`src/rtl/instruction_fetch.sv`:
```
// instruction_fetch: PC/fetch stage with IF/ID register, stall/flush/redirect, EBREAK halt (optional macro FETCH_MISALIGN_CHECK_EN)
module instruction_fetch #(
   parameter int                DWIDTH    = 32,
   parameter logic [DWIDTH-1:0] RESET_PC  = 32'h0000_0000,
   parameter logic [DWIDTH-1:0] NOP_INSTR = 32'h0000_0013
) (
   input  logic              clk,
   input  logic              rst,
   input  logic              stall,
   input  logic              flush,
   input  logic              redirect_valid,
   input  logic [DWIDTH-1:0] redirect_pc,
   output logic [DWIDTH-1:0] imem_addr,
   input  logic [DWIDTH-1:0] imem_rdata,
   output logic              ifid_valid,
   output logic [DWIDTH-1:0] ifid_pc,
   output logic [DWIDTH-1:0] ifid_pc_plus4,
   output logic [DWIDTH-1:0] ifid_instr,
   output logic              halted,
   output logic [31:0]       fetch_count
`ifdef FETCH_MISALIGN_CHECK_EN
   ,
   output logic              misalign_err
`endif
);
   localparam logic [DWIDTH-1:0] EBREAK = DWIDTH'(32'h0010_0073);
   typedef enum logic [1:0] {BOOT, RUN, HALT} state_t;
   state_t            r_state, w_state_nxt;
   logic [DWIDTH-1:0] r_pc, r_ifid_pc, r_ifid_pc_plus4, r_ifid_instr;
   logic              r_ifid_valid;
   logic [31:0]       r_fetch_count;
   logic              w_redir, w_fetch, w_hold, w_bad;
`ifdef FETCH_MISALIGN_CHECK_EN
   logic              r_misalign_err;
   assign w_bad        = redirect_pc[1:0] != 2'b00;
   assign misalign_err = r_misalign_err;
`else
   assign w_bad = 1'b0;
`endif
   assign imem_addr     = r_pc;
   assign ifid_valid    = r_ifid_valid;
   assign ifid_pc       = r_ifid_pc;
   assign ifid_pc_plus4 = r_ifid_pc_plus4;
   assign ifid_instr    = r_ifid_instr;
   assign fetch_count   = r_fetch_count;
   assign halted        = r_state == HALT;
   // Decode this cycle's action in priority order redirect > flush > stall > fetch
   always_comb begin
      w_redir     = redirect_valid && r_state != BOOT;
      w_fetch     = r_state == RUN && !redirect_valid && !flush && !stall;
      w_hold      = r_state == RUN && !redirect_valid && !flush && stall;
      w_state_nxt = r_state == BOOT ? RUN :
                    w_redir ? (w_bad ? HALT : RUN) :
                    (w_fetch && imem_rdata == EBREAK) ? HALT : r_state;
   end
   // FSM state register
   always_ff @(posedge clk) r_state <= rst ? BOOT : w_state_nxt;
   // PC, IF/ID pipeline register and retired-fetch counter
   always_ff @(posedge clk) begin
      if (rst) begin
         r_pc            <= RESET_PC;
         r_ifid_valid    <= 1'b0;
         r_ifid_pc       <= '0;
         r_ifid_pc_plus4 <= '0;
         r_ifid_instr    <= NOP_INSTR;
         r_fetch_count   <= '0;
      end else begin
         r_pc         <= w_redir ? redirect_pc : w_fetch ? r_pc + DWIDTH'(4) : r_pc;
         r_ifid_valid <= w_fetch | (w_hold & r_ifid_valid);
         if (w_fetch) begin
            r_ifid_instr    <= imem_rdata;
            r_ifid_pc       <= r_pc;
            r_ifid_pc_plus4 <= r_pc + DWIDTH'(4);
            r_fetch_count   <= r_fetch_count + 32'd1;
         end
      end
   end
`ifdef FETCH_MISALIGN_CHECK_EN
   // Sticky flag for a taken redirect to a non-word-aligned target
   always_ff @(posedge clk) r_misalign_err <= rst ? 1'b0 : (r_misalign_err | (w_redir & w_bad));
`endif
endmodule

```
`config.mk`:
```
export PLATFORM = sky130hd
export DESIGN_NAME = instruction_fetch
export DESIGN_NICKNAME = d
export VERILOG_FILES = /design/src/rtl/instruction_fetch.sv
export SDC_FILE = /design/constraint.sdc
export NUM_CORES = 1
export LEC_CHECK = 0
export BUFFER_PORTS_ARGS = -buffer_cell sky130_fd_sc_hd__buf_2
export CAP_MARGIN = 10
export CORE_MARGIN = 1
export CORE_UTILIZATION = 45
export CTS_CLUSTER_SIZE = 24
export DETAILED_ROUTE_END_ITERATION = 16
export PLACE_DENSITY = 0.73
export SLEW_MARGIN = 25
export SYNTH_ARGS = -nofsm -noshare
export SYNTH_HDL_FRONTEND = slang
export SYNTH_SLANG_ARGS = --single-unit
```
`constraint.sdc`:
```
create_clock -name clk -period 3.4 [get_ports clk]
set_clock_uncertainty 0.15 [all_clocks]
set_input_delay 0.17 -clock clk [delete_from_list [all_inputs] [get_ports clk]]
set_output_delay 0.17 -clock clk [all_outputs]
set_load 0.01 [all_outputs]
```
---- After elaboration in Yosys (flattened, before gate mapping) ----
Cells that the tools add are included.
word-level totals
  input bits .............................. 69
  bits in registers ....................... 163
  word-level logic and storage cells ...... 34
  output and inout port bits .............. 162
operators by class
  add/sub/neg operators ................... 2
  equality and inequality tests ........... 3
  bitwise logic cells ..................... 2
  muxes and demuxes ....................... 5
  reduce and logical (&&, ||, !) cells .... 14
operators with widths
  kind                                                    number
  two-way mux 32 bit                                      2
  adder 32 x 1 -> 32 bit (second input constant)          1
  adder 32 x 3 -> 32 bit (second input constant)          1
  equality test 32 x 21 -> 1 bit (second input constant)  1
  logical AND 1 bit                                       6
  nonzero test 2 bit                                      2
  logical NOT 1 bit                                       3
  two-way mux 1 bit                                       3
  nonzero test 3 bit                                      1
  OR reduction 3 bit                                      1
  equality test 2 x 1 -> 1 bit (second input constant)    1
  equality test 2 bit (second input constant)             1
  logical NOT 2 bit                                       1
  AND 1 bit                                               1
  OR 1 bit                                                1

---- Longest topological paths before layout ----
Gate-level depths: netlist of the first run.
  depth after elaboration ................. 8
  gate-level depth with buffers ........... 7
  mapped depth without buffers ............ 6

---- Least setup slack after synthesis of the first run ----
OpenSTA, ideal clock, no wires.
  kind .................................... reg-to-reg
  start point ............................. register r_pc[2], in the netlist imem_addr[2]
  end point ............................... register r_pc[26], in the netlist imem_addr[26]
  setup time .............................. 74 ps
  period minus slack after synthesis ...... 2158 ps
  path slack .............................. 1242 ps
  required time ........................... 3176 ps
  arrival time ............................ 1934 ps
  path buffers ............................ 0
  stages on the path, launching flop included .. 7
  cell sequence ........................... dfxtp_1 ha_1 nand4_1 nor4_4 nand3_1 or3_1 a31oi_1
on the way
  cells in the longest elaborated chain, start to end .. 3
RTL lines
  item                              line  text
  start, declared                   29    logic [DWIDTH-1:0] r_pc, r_ifid_pc, r_ifid_pc_plus4, r_ifid_instr;
  start signal, assigned            68    r_pc <= w_redir ? redirect_pc : w_fetch ? r_pc + DWIDTH'(4) : r_pc;
  adder 32 x 3 -> 32 bit            68
  two-way mux 32 bit (2 in series)  68
No other way between the ends. The select of a mux whose other input is x is not followed.
A chain may end at the register's enable or synchronous reset.

---- Worst setup path in the final report of the first run ----
Ends and elaborated chain as after synthesis.

==> results of run 1 <==
## critical path, stage by stage, from the launching register on
cell     delay, ns
dfxtp_1       0.47
ha_1          0.30
nand4_1       0.33
nor4_4        0.47
nand3_1       0.18
or3_1         0.34
a31oi_1       0.16
## stage by stage
stage / hold WS, ns / std cells
finish: 0.109 / 1303
global route: 0.138 / 1303
CTS: 0.101 / 1303
detailed placement: 0.251 / 1204
global placement: 0.249 / 1204
floorplan: 0.137 / 846
## power by group through the flow
stage | Combinational (mW) | Sequential, mW | Clock (mW)
floorplan | 0.164 | 2.04 | 0
detailed placement | 0.323 | 2.04 | 0
global placement | 0.320 | 2.04 | 0
global route | 0.421 | 2.01 | 2.09
CTS | 0.384 | 2.00 | 2.00
finish | 0.390 | 2.00 | 1.98
## placed cells by master, fill, tap and decap left out, drive strengths merged, types with 4 or more instances in the layout
cell and instances:
a211oi 26, a21oi 90, a22oi 12, a31oi 9, and2 7, and3 6
and4 12, buf 237, clkbuf 20, clkinvlp 4, dfxtp 161, dlygate4sd3 67
inv 15, nand2 168, nand2b 4, nand3 23, nand3b 5, nand4 19
nor2 71, nor3 14, nor4 23, o21ai 21, o22ai 10, o31a 4
or3 11, xnor2 36, xor2 12
## registers in the layout, summed over array words and instances, names as in the netlist
register       cells
fetch_count       32
ifid_instr        32
ifid_pc           32
ifid_pc_plus4     30
ifid_valid         1
imem_addr         32
r_state            2
## timing repair
item                                   4_1_cts  5_1_grt
hold buffers                                67        0
endpoints found under the hold margin       67        0
setup buffers                                0        0
## metal layers
metal  GRT usage  share of wire  vias up
met5           0              0        -
met4       0.133          0.032        0
met3      0.0578          0.068       60
met2       0.406           0.46      282
met1       0.360           0.44     3325
li1            -              -     3479
## logic make-up (layout without fill, tap and decap cells)
| kind of cell | Yosys count | after routing | share of synthesized area |
|---|---|---|---|
| AO/OA/AOI/OAI | 187 | 187 | 0.162 |
| XOR/XNOR | 48 | 48 | 0.0611 |
| flip-flops | 161 | 161 | 0.469 |
| buffers and inverters | 76 | 349 | 0.0448 |
| AND/OR/NAND/NOR | 372 | 372 | 0.259 |
| adder cells (fa/ha/maj) | 2 | 2 | 0.00364 |
## layout make-up
class	count	area (um2)	share of cell area
inverters	13	48.8	0.00520
flip-flops and latches	161	3220	0.344
clock inverters	12	156	0.0167
repair buffers	304	1900	0.203
well taps	184	230	0.0246
multi-input cells	609	3360	0.358
clock buffers	20	457	0.0487
## worst paths after layout
path | startpoint | to | slack [ns] | cells past startpoint
hold reg to reg | ifid_pc[13] | ifid_pc[13] | 0.30 | 2
setup / recovery | imem_addr[2] | imem_addr[26] | 0.92 | 6
hold / removal | rst | fetch_count[22] | 0.11 | 2
setup reg to reg | imem_addr[2] | imem_addr[26] | 0.92 | 6
==> run_results.csv, run 1 <==
group,metric,value,unit
die,die_area,15800,um2
timing,max_slew.worst_pin.slew,0.728,ns
drt,drt_iter0_drc,721,
timing,finalMaxSlewViolations,0,
grt,antenna_found_initial,0,
power,leakage,3.79,nW
grt,grt_pass1_vias,6591,
setup_path,cp.arrival,2.68,ns
drt,route.antenna.remaining_nets,0,
synthesis,yosysWarnings,0,
clock_tree,cts_resized,0,
place,gp_congestion,0.836,
clock_tree,cts_sinks,161,
synthesis,synthTopCellsByArea,"dfxtp_1, nand2_1, a21oi_1",
grt,grt_max_degree,100,
synthesis,synth_cells,846,
synthesis,ys_seq_area_frac,0.469,
drt,avgRoutedWirePerCell,16.4,um
finish,nets,1177,
timing,fin_crit_sh,0.728,
setup_path,worstSetupEndpointType,"flop",
clock_tree,clock_path_buffers,2,
power,pwr-share-clk,0.454,
die,fp-row-count,44,
worst_hold_path,min_path_type,"in -> reg",
synthesis,avgSynthCellArea,8.13,um2
power,p_int,3.31,mW
power,switching_power,1.06,mW
synthesis,synth_area_leader_cell,"dfxtp_1",
drt,viasPerCell,5.48,
place,port_buffers,230,
finish,diodes,0,
status,violations,"DRC",
timing,setup_tns,0,ns
synthesis,ys_ff_latch,161,
clock_tree,h-tree-depth,4,
die,ioPinCount,231,
grt,grtUsageTotal,0.267,
timing,slew_headroom,0.511,
place,preCtsSetupSlack,0.966,ns
timing,setup_violations,0,
finish,fill_cells,1257,
finish,area_delta_synth_final,36.4,%
setup_path,crit_path_max_fanout,8,
clock_tree,cts-buffers-inserted,17,
finish,drive_above_1_share,0.250,
grt,grt_overflow_total,0,
status,status,"finished with violations",
clock_tree,clock_latency,0.43,ns
die,die_w,126,um
timing,min_period,2.48,ns
clock_tree,root_buffer,"clkbuf_16",
drt,firstDrtPassIters,13,
clock_tree,cts_tree,"built",
synthesis,ys.flop_type,"dfxtp_1",
timing,setup_ws,0.923,ns
grt,grt_pass1_wl,33.6,mm
finish,post-route-util,0.638,
place,dpl_cell_area,8090,um2
die,start_util,0.468,
synthesis,ys_async_sr_fraction,0,
synthesis,yosys.cell_count.top_type,"nand2_1",
setup_path,cp-start-kind,"flop",
die,die_h,126,um
timing,hold_viol,0,
die,core-area,14700,um2
setup_path,critPathRequiredTime,3.60,ns
timing,rsz0062_at_grt,"false",
timing,fmax,404,MHz
synthesis,syn_area,6880,um2
power,peakVddDrop,0.341,mV
synthesis,synth_top_area_frac,0.469,
drt,vias,7146,
finish,postLayoutCellArea,9380,um2
power,totalPowerFinal,4.37,mW
power,swShare,0.242,
power,powerDensity,466,nW/um2
synthesis,synth_commonest_cells,"nand2_1, dfxtp_1, a21oi_1",
synthesis,syn_nets,917,
power,p_seq_frac,0.457,
power,combinationalPowerShare,0.089,
place,hpwlAfterDp,13.7,mm
setup_path,setup.worst_path.class,"reg -> reg",
drt,finalWirelength,21.3,mm
synthesis,post_synth_num_cell_types,51,
clock_tree,cts.clk_slew.worst_paths,0.06,ns
synthesis,synth-edff-count,0,
drt,drc,10,
job,drv_cap,0,
Power figures use the tool's default switching activity.
==> run 2, diff against run 1 <==
PLACE_DENSITY = 0.75   (was 0.73)
clock period = 2.04 ns   (was 3.4 ns; I/O delays follow)
==> run 2 against run 1 <==
Effect of this change:
- worst setup slack got worse by 0.89 ns
- fmax rose by 23%
- via count rose by 5.1%
- critical path type unchanged
- utilization rose by 3.5 points
- the run still ends with DRC left
- non-clock buffer count rose by 59
- largest cell class unchanged
- register-to-register slack got worse by 0.89 ns
- sequential power rose by 64%
- routed wire length rose by 5.5%
- combinational power rose by 100%
- count of clock-buffer cells in the layout rose by 4
- critical endpoint unchanged
- first-iteration DRC count fell by 15%
- design area rose by 5.4%
==> run_results.csv, run 2 (synthesis results as in run 1) <==
group,metric,value,unit
power,combinationalPowerShare,0.109,
drt,wl_met1,9.21,mm
clock_tree,clock_path_buffers,2,
drt,vias,7513,
setup_path,cp-start-kind,"flop",
power,leakage,4.11,nW
power,pwr-share-clk,0.432,
power,peakVddDrop,0.578,mV
job,drv_cap,0,
die,start_util,0.468,
clock_tree,root_buffer,"clkbuf_16",
status,status,"finished with violations",
drt,wl_met2,10.6,mm
setup_path,critPathRequiredTime,2.24,ns
drt,drt_iter0_drc,616,
drt,avgRoutedWirePerCell,16.5,um
die,fp-row-count,44,
setup_path,max_stage_delay,0.38,ns
clock_tree,cts.clk_slew.worst_paths,0.06,ns
die,die_area,15800,um2
drt,highest_layer,"met4",
finish,post-route-util,0.673,
power,powerDensity,725,nW/um2
drt,dr_wl_met3,1.82,mm
clock_tree,cts_sinks,161,
setup_path,r2r-start,"imem_addr[3]",
setup_path,rr_worst_depth,7,
finish,drive_above_1_share,0.299,
timing,fin_crit_sh,0.983,
drt,viasPerCell,5.52,
grt,grt_pass1_wl,36.2,mm
timing,max_slew.worst_pin.slew,0.573,ns
power,p_seq_frac,0.459,
setup_path,worstSetupEndpointType,"flop",
timing,min_period,2.01,ns
clock_tree,h-tree-depth,4,
setup_path,r2r_slack,0.03,ns
place,preCtsSetupSlack,0.0326,ns
grt,grt_overflow_total,0,
timing,finalMaxSlewViolations,0,
setup_path,setup.worst_path.class,"reg -> reg",
finish,area_delta_synth_final,43.8,%
power,switching_power,1.69,mW
clock_tree,cts_tree,"built",
finish,fill_cells,1250,
grt,grt_pass1_vias,7202,
finish,nets,1236,
die,die_w,126,um
finish,final_common_cell,"buf_2",
die,die_h,126,um
timing,setup_tns,0,ns
setup_path,slowest_stage,"dfxtp_4",
setup_path,cp_cell_sequence,"ha_4 > nand4_1 > nor4_4 > buf_6 > nand3_2 > or3_1 > a31oi_1",
grt,grtUsageTotal,0.289,
worst_hold_path,min_path_type,"in -> reg",
timing,hold_viol,0,
worst_hold_path,hold_path_end,"ifid_valid",
timing,rsz0062_at_grt,"true",
drt,firstDrtPassIters,11,
finish,layout_common_cells,"buf_2, nand2_1, dfxtp_1, a21oi_1, nor2_1",
die,core-area,14700,um2
place,hpwlAfterDp,14.7,mm
setup_path,r2r-end,"imem_addr[26]",
die,ioPinCount,231,
drt,drc,10,
place,port_buffers,230,
setup_path,cp.arrival,2.21,ns
timing,setup_violations,0,
clock_tree,cts-buffers-inserted,17,
power,swShare,0.236,
drt,finalWirelength,22.5,mm
grt,antenna_found_initial,0,
finish,diodes,0,
timing,slew_headroom,0.618,
worst_hold_path,min_path_cells,4,
grt,grt_max_degree,97,
setup_path,crit_path_max_fanout,7,
worst_hold_path,holdCritStartpoint,"flush",
status,violations,"DRC",
place,gp_congestion,0.884,
timing,fmax,499,MHz
clock_tree,clock_latency,0.42,ns
power,p_int,5.47,mW
timing,setup_ws,0.0341,ns
drt,route.antenna.remaining_nets,0,
-- run 2: worst max-delay path, delay by kind of cell, from the launching register on --
kind	cells	cell delay (ns)
AO/OA/AOI/OAI	1	0.16
adder cells (fa/ha/maj)	1	0.16
buffers and inverters	1	0.17
flip-flops	1	0.38
AND/OR/NAND/NOR	4	0.92
-- run 2: cell type report --
cell class                      instances  area [um2]  area share
Multi-Input combinational cell        609        3410       0.345
Sequential cell                       161        3240       0.328
Timing Repair Buffer                  363        2390       0.241
Clock buffer                           24         482      0.0487
Tap cell                              184         230      0.0233
Clock inverter                          7        85.1     0.00861
Inverter                               13        48.8     0.00494
-- run 2: worst max-delay path by stage --
stage	to	startpoint	slack, ns	cells past startpoint
final	imem_addr[26]	imem_addr[3]	0.03	7
after global routing	imem_addr[26]	imem_addr[3]	-0.02	7
after CTS	imem_addr[26]	imem_addr[3]	0.02	7
after detailed placement	imem_addr[26]	imem_addr[3]	0.03	7
after global placement	imem_addr[26]	imem_addr[3]	0.08	7
after floorplan	imem_addr[26]	imem_addr[2]	-0.03	6
-- run 2: power by group through the flow --
stage | Combinational (mW) | Clock, mW | Sequential, mW
after floorplan | 0.277 | 0 | 3.41
after global placement | 0.646 | 0 | 3.35
final | 0.782 | 3.10 | 3.29
after global routing | 0.843 | 3.28 | 3.30
after detailed placement | 0.653 | 0 | 3.35
after CTS | 0.756 | 3.13 | 3.29
-- run 2: timing repair --
item / in CTS / in global routing
resized for setup: 0 / 11
endpoints found under the hold margin: 79 / 0
hold buffers: 67 / 0
setup buffers: 0 / 2
endpoints found under the setup margin: 0 / 21
-- run 2: routing by layer --
layer / vias up / global-route usage
li1: 3594 / -
met1: 3448 / 0.357
met2: 391 / 0.475
met3: 80 / 0.0654
met4: 0 / 0.141
met5: - / 0
-- run 2: through the flow --
stage | instance area (um2) | hold WS, ns | instances | power [mW]
final | 9890 | 0.0328 | 1361 | 7.16
after global routing | 9890 | 0.0345 | 1361 | 7.42
after CTS | 9820 | 0.0166 | 1359 | 7.18
after detailed placement | 8590 | 0.184 | 1261 | 4.01
after global placement | 8590 | 0.179 | 1261 | 4.00
after floorplan | 6920 | 0.0686 | 846 | 3.68
